File: config.mk
export PLATFORM = sky130hd
export DESIGN_NAME = fetch_unit
export DESIGN_NICKNAME = d
export VERILOG_FILES = /design/src/rtl/fetch_unit.sv
export SDC_FILE = /design/constraint.sdc
export NUM_CORES = 1
export LEC_CHECK = 0
export CAP_MARGIN = 20
export CORE_ASPECT_RATIO = 0.7
export CORE_MARGIN = 8
export CORE_UTILIZATION = 35
export CTS_BUF_LIST = sky130_fd_sc_hd__clkbuf_8
export CTS_CLUSTER_DIAMETER = 120
export CTS_CLUSTER_SIZE = 16
export DETAILED_ROUTE_END_ITERATION = 12
export PLACE_DENSITY_LB_ADDON = 0.2
export SYNTH_ARGS = -nofsm -noshare
export SYNTH_HDL_FRONTEND = slang
export SYNTH_SLANG_ARGS = --single-unit
File: constraint.sdc
create_clock -name clk -period 2.95 [get_ports clk]
set_clock_uncertainty 0.2 [all_clocks]
set_input_delay 0.4425 -clock clk [delete_from_list [all_inputs] [get_ports clk]]
set_output_delay 0.4425 -clock clk [all_outputs]
set_load 0.005 [all_outputs]
File: src/rtl/fetch_unit.sv
// -----------------------------------------------------------------------------
// fetch_unit
// Instruction-fetch stage of the MIPS datapath. Owns the program counter,
// drives the byte address into a 1-cycle registered instruction memory, pairs
// each returned word with its PC and presents it to decode through the IF/ID
// pipeline register. Handles decode stalls and branch/jump redirects from EX.
//
// Optional feature: define FETCH_PERF_CNT_EN to add the fetch_count and
// stall_count performance counter ports.
// -----------------------------------------------------------------------------
module fetch_unit #(
  parameter logic [31:0] RESET_PC = 32'h0000_0000
) (
  input  logic        clk,
  input  logic        rst_n,
  input  logic        stall,
  input  logic        redirect_valid,
  input  logic [31:0] redirect_target,
  output logic [31:0] imem_addr,
  input  logic [31:0] imem_instr,
  output logic [31:0] if_id_instr,
  output logic [31:0] if_id_pc,
  output logic [31:0] if_id_pc_plus4,
  output logic        if_id_valid
`ifdef FETCH_PERF_CNT_EN
  ,
  output logic [31:0] fetch_count,
  output logic [31:0] stall_count
`endif
);

  // Fetch-side state: next PC to issue, PC of the word currently on
  // imem_instr, and whether that word is wanted.
  logic [31:0] pc_q, pc_d;
  logic [31:0] req_pc_q, req_pc_d;
  logic        req_valid_q, req_valid_d;

  // IF/ID pipeline register.
  logic [31:0] if_id_instr_q, if_id_instr_d;
  logic [31:0] if_id_pc_q, if_id_pc_d;
  logic [31:0] if_id_pc_plus4_q, if_id_pc_plus4_d;
  logic        if_id_valid_q, if_id_valid_d;

  logic        fetch_advance;
  logic        if_id_load;

  // While a wanted word is stalled, re-read its address so the memory keeps
  // presenting the same word; a redirect always issues from pc.
  assign imem_addr = (stall && req_valid_q && !redirect_valid) ? req_pc_q : pc_q;

  // A bubble never blocks the fetch, so refill proceeds even under stall.
  assign fetch_advance = !stall || !req_valid_q;

  // Redirect overrides stall so the flush bubble always enters IF/ID.
  assign if_id_load = !stall || redirect_valid;

  // Next-state for the fetch side: redirect, advance, or hold.
  always_comb begin
    // NOTE: every always_comb output gets a default first so no path can
    // leave it unassigned and infer a latch.
    pc_d        = pc_q;
    req_pc_d    = req_pc_q;
    req_valid_d = req_valid_q;
    if (redirect_valid) begin
      pc_d        = {redirect_target[31:2], 2'b00};
      req_pc_d    = imem_addr;
      req_valid_d = 1'b0;
    end else if (fetch_advance) begin
      pc_d        = imem_addr + 32'd4;
      req_pc_d    = imem_addr;
      req_valid_d = 1'b1;
    end
  end

  // Next-state for IF/ID: load the returned word with its PC, or hold.
  always_comb begin
    if_id_instr_d    = if_id_instr_q;
    if_id_pc_d       = if_id_pc_q;
    if_id_pc_plus4_d = if_id_pc_plus4_q;
    if_id_valid_d    = if_id_valid_q;
    if (if_id_load) begin
      if_id_instr_d    = imem_instr;
      if_id_pc_d       = req_pc_q;
      if_id_pc_plus4_d = req_pc_q + 32'd4;
      if_id_valid_d    = req_valid_q && !redirect_valid;
    end
  end

  // Fetch-side state registers.
  always_ff @(posedge clk or negedge rst_n) begin
    // NOTE: state registers use non-blocking assignments so every flop
    // samples the pre-edge values, independent of statement order.
    if (!rst_n) begin
      pc_q        <= RESET_PC;
      req_pc_q    <= 32'h0000_0000;
      req_valid_q <= 1'b0;
    end else begin
      pc_q        <= pc_d;
      req_pc_q    <= req_pc_d;
      req_valid_q <= req_valid_d;
    end
  end

  // IF/ID pipeline register.
  always_ff @(posedge clk or negedge rst_n) begin
    if (!rst_n) begin
      if_id_instr_q    <= 32'h0000_0000;
      if_id_pc_q       <= 32'h0000_0000;
      if_id_pc_plus4_q <= 32'h0000_0000;
      if_id_valid_q    <= 1'b0;
    end else begin
      if_id_instr_q    <= if_id_instr_d;
      if_id_pc_q       <= if_id_pc_d;
      if_id_pc_plus4_q <= if_id_pc_plus4_d;
      if_id_valid_q    <= if_id_valid_d;
    end
  end

  assign if_id_instr    = if_id_instr_q;
  assign if_id_pc       = if_id_pc_q;
  assign if_id_pc_plus4 = if_id_pc_plus4_q;
  assign if_id_valid    = if_id_valid_q;

`ifdef FETCH_PERF_CNT_EN
  logic [31:0] fetch_count_q, fetch_count_d;
  logic [31:0] stall_count_q, stall_count_d;

  // Count real instructions entering IF/ID and cycles spent stalled.
  always_comb begin
    fetch_count_d = fetch_count_q;
    stall_count_d = stall_count_q;
    if (if_id_load && if_id_valid_d) fetch_count_d = fetch_count_q + 32'd1;
    if (stall)                       stall_count_d = stall_count_q + 32'd1;
  end

  // Performance counter registers; wrap naturally mod 2^32.
  always_ff @(posedge clk or negedge rst_n) begin
    if (!rst_n) begin
      fetch_count_q <= 32'h0000_0000;
      stall_count_q <= 32'h0000_0000;
    end else begin
      fetch_count_q <= fetch_count_d;
      stall_count_q <= stall_count_d;
    end
  end

  assign fetch_count = fetch_count_q;
  assign stall_count = stall_count_q;
`endif

endmodule

==> results of run 1 <==
[cell type report]
class,count,area share (%)
clock inverters,15,1.46
flip-flops and latches,160,38.9
well taps,276,3.35
inverters,8,0.292
multi-input cells,504,30.9
clock buffers,17,2.27
repair buffers,239,22.8
[logic make-up (layout without fill, tap and decap cells)]
group                    Yosys count  after routing  synth area share (%)
adder cells (fa/ha/maj)            2              2                 0.339
AO/OA/AOI/OAI                     84             84                  6.79
AND/OR/NAND/NOR                  291            291                  18.3
XOR/XNOR                          47             47                  5.58
buffers and inverters             46            279                  2.60
flip-flops                       160            160                  54.3
multiplexers                      80             80                  12.1
[sequential cells by signal (all words and copies together) (netlist names)]
name / cells
if_id_instr: 32
req_valid_q: 1
if_id_pc: 32
if_id_valid: 1
if_id_pc_plus4: 30
req_pc_q: 32
pc_q: 32
[synth_stat cells (all sizes together), types with 8 or more instances]
| master | count | area, um2 |
|---|---|---|
| nor3 | 23 | 131 |
| nor2 | 25 | 93.8 |
| nand4 | 15 | 93.8 |
| nand3 | 23 | 115 |
| and3 | 9 | 61.3 |
| clkbuf | 21 | 78.8 |
| nand2 | 167 | 627 |
| buf | 17 | 82.6 |
| xor2 | 24 | 210 |
| mux2 | 74 | 833 |
| xnor2 | 23 | 201 |
| o21ai | 55 | 275 |
| dfrtp | 160 | 4000 |
| inv | 8 | 30.0 |
[worst min-delay path, delay by kind of cell]
family / cells / cell delay (ns)
simple gates: 1 / 0.08
buf+inv: 2 / 0.36
[through the flow]
| step | cells | power (uW) | utilization, % |
|---|---|---|---|
| 2_1_floorplan | 710 | 3130 | - |
| 3_3_place_gp | 1186 | 3960 | 47.8 |
| 3_5_place_dp | 1186 | 3980 | 47.8 |
| 4_1_cts | 1219 | 5600 | 49.7 |
| 5_1_grt | 1219 | 5840 | 49.7 |
| 6_report | 1219 | 5530 | 49.7 |
[worst min path at each step]
stage                       start                 end  cells past startpoint
2_1_floorplan               rst_n      if_id_instr[0]                      0
3_3_place_gp   if_id_pc_plus4[13]  if_id_pc_plus4[13]                      2
3_5_place_dp   if_id_pc_plus4[26]  if_id_pc_plus4[26]                      2
4_1_cts            redirect_valid         if_id_valid                      3
5_1_grt            redirect_valid         if_id_valid                      3
6_report           redirect_valid         if_id_valid                      3
[routing by layer]
metal  GRT usage [%]  share of wire, %
met2            23.0                40
met1            26.3                53
met5               0                 0
met3            4.15               5.7
met4            3.90              0.83
[power by group]
part / internal [uW] / total (uW) / switching [uW]
registers: 2450 / 2710 / 257
logic: 724 / 1210 / 483
clock network: 696 / 1610 / 915
total: 3870 / 5530 / 1650
[repair_timing]
action / 4_1_cts / 5_1_grt
gates resized for setup: 1 / 2
gates cloned: 0 / 0
hold buffers: 1 / 0
setup endpoints to repair: 7 / 9
hold endpoints to repair: 59 / 0
==> flow_metrics.py, run 1 <==
metrics = {
    "place": {
        "port_buffers": 194,
        "dp_slack_ns": -0.0763,
        "place_hpwl_mm": 16.8,
        "placed_area_um2": 9890,
        "place_congestion": 0.818,
    },
    "sta": {
        "slew_viol_final": 0,
        "report.final.hold_viol_count": 0,
        "fmax_mhz": 347,
        "grt_setup_unrepaired": "no",
        "setup_viol_count_final": 0,
        "period_needed_ns": 2.88,
        "relSlewSlack_pct": 57.8,
        "tightestPinTransition_ns": 0.634,
        "worst_slack_ns": 0.0707,
        "setup_tns_ns": 0,
        "period_share_pct": 97.6,
        "hold-worst-slack_ns": 0.261,
    },
    "layout": {
        "multi_input_area_um2": 3190,
        "antenna_cells": 0,
        "syn_to_final_growth_pct": 39.7,
        "fillers": 1964,
        "layout-drive-gt1-share_pct": 17.3,
        "stdcell_area_um2": 10300,
        "final_cell_mix": "clkdlybuf4s50_1, nand2_1, dfrtp_1, mux2_2, o21ai_0",
        "layout_commonest_cell": "clkdlybuf4s50_1",
        "nets": 1000,
        "ff_latch_area_um2": 4000,
    },
    "route": {
        "via_per_inst": 4.80,
        "drtAntennaViolNets": 0,
        "drc_errors": 0,
        "wirelength_mm": 22.0,
        "first_iter_violations": 472,
        "via_count": 5853,
        "avgRoutedWirePerCell_um": 18.0,
        "first_pass_iters": 5,
    },
    "synthesis": {
        "synth-seq-cells": 160,
        "avgSynthCellArea_um2": 10.4,
        "synth_fp_nets": 780,
        "synth-main-ff-cell": "dfrtp_1",
        "syn_area_um2": 7370,
        "syn_inst": 710,
        "synth-edff-count": 0,
        "ys_types": 50,
        "ys.warnings.count": 0,
        "ys_seq_area_share_pct": 54.3,
        "async_reset_ff_share_pct": 100,
    },
    "clock_network": {
        "cts_setup_buffers": 0,
        "cts_max_level": 4,
        "clock_latency_ns": 0.46,
        "clock_sinks": 160,
        "clk_pin_slew_ns": 0.09,
        "cts_tree": "built",
        "cts_root_buf": "clkbuf_8",
        "clockBufferDepth": 2,
        "cts_inserted_buffers": 17,
    },
    "grt": {
        "grt_pass1_vias": 5882,
        "grt-ovfl-total": 0,
        "grt_pass1_wl_mm": 34.4,
        "grt_max_degree": 67,
        "antenna_found_initial": 0,
        "grt_usage_pct": 17.0,
    },
    "status": {
        "outcome": "finished, final reports clean",
    },
    "setup_path": {
        "cp-startpoint": "stall",
        "cp_slowest_stage_delay_ns": 0.53,
        "critical_path_buf_inv_count": 4,
        "path_delay_family": "buffers and inverters",
        "critical_path_depth": 7,
        "worstPathArrival_ns": 2.24,
        "r2r_start": "req_pc_q[10]",
        "reg2reg_depth": 8,
        "crit_path_max_fanout": 14,
        "start_kind": "input port",
        "crit_end": "imem_addr[5]",
        "cp_cell_sequence": "clkdlybuf4s50_1 -> and3b_2 -> buf_6 -> buf_12 -> nand2_1 -> nand2_1 -> clkdlybuf4s50_1",
        "cpMaxStageDelayCell": "clkdlybuf4s50_1",
        "worstSetupPathType": "in2out",
        "regToRegEndpoint": "pc_q[24]",
        "end_kind": "output port",
        "rrSetupSlack_ns": 0.41,
        "crit_required_ns": 2.31,
    },
    "floorplanning": {
        "dieArea_um2": 26000,
        "fp.dieH_um": 137,
        "core_um2": 20700,
        "start_util_pct": 35.6,
        "die_width_um": 189,
        "row_count": 44,
        "ios": 197,
    },
    "power": {
        "peakVddDrop_v": 0.000259,
        "total_leakage_power_uw": 0.00434,
        "power.density_nw_per_um2": 537,
    },
    "run": {
        "drv_cap": 0,
    },
    "worst_hold_path": {
        "hold_class": "in2reg",
    },
}
No activity file was read; power rests on OpenSTA's default activity.
==> run 2: changes to the inputs <==
--- a/config.mk
+++ b/config.mk
@@ -5,7 +5,7 @@
 export SDC_FILE = /design/constraint.sdc
 export NUM_CORES = 1
 export LEC_CHECK = 0
-export CAP_MARGIN = 20
+export CAP_MARGIN = 15
 export CORE_ASPECT_RATIO = 0.7
 export CORE_MARGIN = 8
 export CORE_UTILIZATION = 35
==> results of run 2 <==
No change in the layout: final DEF, timing and power equal those of run 1.
